**src/rtl/fifo_pkg.sv**
```systemverilog
// fifo_pkg: shared defaults and pointer-width helper for the synchronous FIFO.
package fifo_pkg;

    localparam int FIFO_DATA_W_DEF = 37;
    localparam int FIFO_DEPTH_DEF  = 8;

    // Pointers carry one extra wrap bit so that full and empty can be told apart.
    function automatic int fifo_ptr_w(input int depth);
        return $clog2(depth) + 1;
    endfunction

endpackage

```
**src/rtl/fifo_mem.sv**
```systemverilog
// fifo_mem: DATA_W x DEPTH register array, one synchronous write port and one
// asynchronous read port. Contents are intentionally not reset.
module fifo_mem
    import fifo_pkg::*;
#(
    parameter int DATA_W = FIFO_DATA_W_DEF,
    parameter int DEPTH  = FIFO_DEPTH_DEF,
    parameter int ADDR_W = fifo_ptr_w(DEPTH) - 1
) (
    input  logic              clk,
    input  logic              wr_en_i,
    input  logic [ADDR_W-1:0] wr_addr_i,
    input  logic [DATA_W-1:0] wr_data_i,
    input  logic [ADDR_W-1:0] rd_addr_i,
    output logic [DATA_W-1:0] rd_data_o
);

    logic [DATA_W-1:0] mem_q [DEPTH];

    always_ff @(posedge clk) begin
        if (wr_en_i) begin
            mem_q[wr_addr_i] <= wr_data_i;
        end
    end

    assign rd_data_o = mem_q[rd_addr_i];

endmodule

```
**src/rtl/param_sync_fifo.sv**
```systemverilog
// param_sync_fifo: single-clock show-ahead FIFO with occupancy and threshold flags.
// Define FIFO_ERR_EN to add sticky overflow/underflow flags with an err_clr input.
module param_sync_fifo
    import fifo_pkg::*;
#(
    parameter int DATA_W = FIFO_DATA_W_DEF,
    parameter int DEPTH  = FIFO_DEPTH_DEF,
    parameter int AF_TH  = DEPTH - 1,
    parameter int AE_TH  = 1
) (
    input  logic                     clk,
    input  logic                     rst,
    input  logic                     wr_en,
    input  logic [DATA_W-1:0]        w_data,
    input  logic                     rd_en,
    output logic [DATA_W-1:0]        r_data,
    output logic                     not_full,
    output logic                     not_empty,
    output logic [$clog2(DEPTH):0]   count,
    output logic                     almost_full,
    output logic                     almost_empty
`ifdef FIFO_ERR_EN
    ,
    input  logic                     err_clr,
    output logic                     overflow,
    output logic                     underflow
`endif
);

    localparam int PTR_W  = fifo_ptr_w(DEPTH);
    localparam int ADDR_W = PTR_W - 1;

    localparam logic [PTR_W-1:0] PTR_ONE  = PTR_W'(1);
    localparam logic [PTR_W-1:0] AF_TH_C  = PTR_W'(AF_TH);
    localparam logic [PTR_W-1:0] AE_TH_C  = PTR_W'(AE_TH);

    logic [PTR_W-1:0]  wr_ptr_q, wr_ptr_d;
    logic [PTR_W-1:0]  rd_ptr_q, rd_ptr_d;
    logic              full, empty;
    logic              wr_acc, rd_acc;
    logic [DATA_W-1:0] mem_rdata;

    assign empty = (wr_ptr_q == rd_ptr_q);
    assign full  = (wr_ptr_q[ADDR_W-1:0] == rd_ptr_q[ADDR_W-1:0]) &&
                   (wr_ptr_q[ADDR_W] != rd_ptr_q[ADDR_W]);

    assign not_full  = ~full;
    assign not_empty = ~empty;

    // Acceptance uses registered flags only, so a write into an empty FIFO
    // never falls through to r_data and a read of a full FIFO blocks the write.
    assign wr_acc = wr_en && not_full;
    assign rd_acc = rd_en && not_empty;

    always_comb begin
        wr_ptr_d = wr_ptr_q;
        rd_ptr_d = rd_ptr_q;
        if (wr_acc) begin
            wr_ptr_d = wr_ptr_q + PTR_ONE;
        end
        if (rd_acc) begin
            rd_ptr_d = rd_ptr_q + PTR_ONE;
        end
    end

    always_ff @(posedge clk or posedge rst) begin
        if (rst) begin
            wr_ptr_q <= '0;
            rd_ptr_q <= '0;
        end else begin
            wr_ptr_q <= wr_ptr_d;
            rd_ptr_q <= rd_ptr_d;
        end
    end

    assign count        = wr_ptr_q - rd_ptr_q;
    assign almost_full  = (count >= AF_TH_C);
    assign almost_empty = (count <= AE_TH_C);

    fifo_mem #(
        .DATA_W (DATA_W),
        .DEPTH  (DEPTH),
        .ADDR_W (ADDR_W)
    ) u_mem (
        .clk       (clk),
        .wr_en_i   (wr_acc),
        .wr_addr_i (wr_ptr_q[ADDR_W-1:0]),
        .wr_data_i (w_data),
        .rd_addr_i (rd_ptr_q[ADDR_W-1:0]),
        .rd_data_o (mem_rdata)
    );

    assign r_data = rd_acc ? mem_rdata : '0;

`ifdef FIFO_ERR_EN
    logic overflow_q, overflow_d;
    logic underflow_q, underflow_d;

    // err_clr takes priority over a set in the same cycle.
    always_comb begin
        overflow_d  = overflow_q  | (wr_en & full);
        underflow_d = underflow_q | (rd_en & empty);
        if (err_clr) begin
            overflow_d  = 1'b0;
            underflow_d = 1'b0;
        end
    end

    always_ff @(posedge clk or posedge rst) begin
        if (rst) begin
            overflow_q  <= 1'b0;
            underflow_q <= 1'b0;
        end else begin
            overflow_q  <= overflow_d;
            underflow_q <= underflow_d;
        end
    end

    assign overflow  = overflow_q;
    assign underflow = underflow_q;
`endif

endmodule

```
**config.mk**
```make
export PLATFORM = sky130hd
export DESIGN_NAME = param_sync_fifo
export DESIGN_NICKNAME = d
export VERILOG_FILES = /design/src/rtl/fifo_pkg.sv /design/src/rtl/fifo_mem.sv /design/src/rtl/param_sync_fifo.sv
export SDC_FILE = /design/constraint.sdc
export NUM_CORES = 1
export LEC_CHECK = 0
export ABC_AREA = 1
export CAP_MARGIN = 40
export CORE_MARGIN = 8
export CORE_UTILIZATION = 30
export CTS_CLUSTER_DIAMETER = 60
export DETAILED_ROUTE_END_ITERATION = 8
export PLACE_DENSITY_LB_ADDON = 0.12
export SKIP_CTS_REPAIR_TIMING = 1
export SLEW_MARGIN = 20
export SYNTH_ARGS = -nofsm -noshare
export SYNTH_HDL_FRONTEND = slang
export SYNTH_SLANG_ARGS = --single-unit
```
**constraint.sdc**
```tcl
create_clock -name clk -period 10.55 [get_ports clk]
set_clock_uncertainty 0.2 [all_clocks]
set_input_delay 2.6375 -clock clk [delete_from_list [all_inputs] [get_ports clk]]
set_output_delay 2.6375 -clock clk [all_outputs]
set_load 0.05 [all_outputs]
```
==> run metrics <==
height of the die=~220 um; total CTS buffers=36; Internal=~0.0028 W; Syn Area/Cell=approximately 11 um2; dpl ws=2400 ps; Total GRT Usage=about an eighth; final worst setup slack=between 2000 and 3000 ps; post-route setup TNS=0 ps; first-pass GRT wire length=50600 um; Switch Pwr=between 0.0015 and 0.002 W; die area=about 0.050 mm2; VDD IR-drop max=0.680 mV; critical path fanouts, max=22; Routed Antenna Nets=0; DR iter-0 viols=432; clk root buf=clkbuf_16; # nets final=~1300; Yosys Warn Count=0; via/cell ratio=between 4 and 5; CTS Buffer Depth=3; initial antenna violation count=0; logic gate share of total power=42.8%; Final GP Congestion=around 0.7; Clk network pwr share=23.8%; Remaining Overflow, GRT=0; Final Util=a little over a third; share of layout cells above drive strength 1=between 6 and 7%; LEAKAGE=approximately 6.0 nW; post-synth top area cell=edfxtp_1; largest net degree at the start of global routing=60; Fin. Hold Viols=0; outcome=completed; asr flop ratio synth=under 10%; clock slew at reported path FFs=around 50 ps; Tightest Hold Check Type=flop to flop; count leader, synth=nand2_1; Routed WL per cell=18.0 um; Post-synth EDFFs=about 300; Crit path arrival time=between 5000 and 6000 ps; CTS tree=yes; top post-synthesis cells by area=edfxtp_1 (69%), nand2_1 (12%), nand3_1 (4.8%); Post-DP HPWL=~18000 um; Critical Setup Path Class=primary input to primary output; # rows=76; P&R area growth vs syn=19.4%; post-synthesis cell count=1193; Remaining DRCs=0; Initial Util=a little under a third; slew margin rel.=between 50% and 60%; Min Hold Slack=~320 ps; Die Wd=between 200 and 250 um; Max Fclk=roughly 120 MHz; Tmin final=between 8000 and 9000 ps; post-synthesis cell area=between 0.01 and 0.015 mm2; Final Max Tran Viols=0; Pwr per Cell Area=310 mW/mm2; CP required=7710 ps; Overall Power=between 0.004 and 0.005 W; top_reg_cell synth=edfxtp_1; I/O Buffers=85; DR pass1 iterations=5; CP startpoint kind=primary input; Synth Register Bits=~300; Clk Latency, worst-skew pair=about 500 ps; Seq pwr share=33.4%; Slew @ Worst Pin=just over 700 ps; fin crit share=76.1%; Routed Wire Length=about 33000 um; Max H-tree Level=2; antenna cells=0; DR vias=between 8000 and 9000; core region area=approximately 0.043 mm2; Setup violations, final=0; share of the synthesized area in the top cell type=68.9%; post-synthesis sequential area ratio=a little over two thirds; Worst Setup End Kind=primary output; commonest cells in the synthesized netlist=nand2_1 (402), edfxtp_1 (296), nor2_1 (158); post-synth cell types=24; vias in the first global route=approximately 8100; Post-Syn Nets=between 1000 and 1500; Sw Ratio=roughly two fifths; Max Cap Viol=0; IO Count=86; RSZ-0062 raised after global routing=no; Clock Sinks=304
-- critical path, cell delays in order --
cell and delay, ps:
clkdlybuf4s50_1 480, a21boi_4 570, buf_4 430, nand2_1 90, nor2_1 100, clkdlybuf4s50_1 820
-- per-layer routing --
layer	routed length [um]	track usage, %
met5	0	0
met4	555	3.38
met3	1170	2.39
met2	15400	21.4
met1	16000	18.1
-- cells by family after synthesis --
| family | after synthesis | synth area share (%) |
|---|---|---|
| xor+xnor | 5 | 0.340 |
| flops | 304 | 70.5 |
| compound gates | 39 | 1.56 |
| fa+ha+maj | 6 | 0.640 |
| buf+inv | 151 | 5.69 |
| simple gates | 688 | 21.3 |
-- path summary, 6_finish.rpt --
kind                                         start                           to  slack [ps]  cells after the start
setup / recovery                             rd_en                   r_data[32]        2520                      6
hold / removal             wr_ptr_q[3]$_DFFE_PP0P_      wr_ptr_q[3]$_DFFE_PP0P_         320                      2
setup reg to reg           rd_ptr_q[0]$_DFFE_PP0P_  u_mem.mem_q[2][2]$_DFFE_PP_        7190                      7
hold reg to reg            wr_ptr_q[3]$_DFFE_PP0P_      wr_ptr_q[3]$_DFFE_PP0P_         320                      2
max in group asynchronous                      rst      rd_ptr_q[0]$_DFFE_PP0P_        7670                      2
min in group asynchronous                      rst      wr_ptr_q[3]$_DFFE_PP0P_        2200                      2
-- area by class of cell --
type	count	area [um2]
Sequential cell	304	9090
Multi-Input combinational cell	738	3140
Tap cell	546	683
Clock buffer	45	956
Clock inverter	18	110
Fill cell	4219	27400
Timing Repair Buffer	105	1090
Inverter	88	333
-- state kept, by name, summed over array words and instances (netlist names) --
name         count
rd_ptr_q         4
wr_ptr_q         4
u_mem.mem_q    296
-- power groups by stage --
stage	combinational, W	sequential (W)	clock, W
finish	0.00204	0.00160	0.00114
global route	0.00226	0.00161	0.00122
CTS	0.00210	0.00160	0.00117
detailed placement	0.00210	0.00162	0
global placement	0.00200	0.00167	0
floorplan	0.00144	0.00159	0
-- layout by cell type (no fill, tap or decap), types with 2 or more instances in the layout --
cell type and n:
o21ai_0 36, dfrtp_1 5, clkinv_1 9, clkinv_2 6
nor2_1 150, clkdlybuf4s50_1 85, inv_1 83, xnor2_1 2
nor2_4 8, clkbuf_1 8, buf_12 2, clkbuf_16 37
nand3_1 123, ha_1 5, edfxtp_1 296, xor2_1 3
nand2_1 402, buf_16 3, o21ai_1 2, inv_2 4
dfrtp_2 2, buf_4 15, nand2_2 2
-- per-stage QoR --
step,instances,area [um2]
global placement,1776,14200
CTS,1844,15400
detailed placement,1781,14300
finish,1844,15400
floorplan,1193,12900
global route,1844,15400
(Power assumes the default switching activity.)
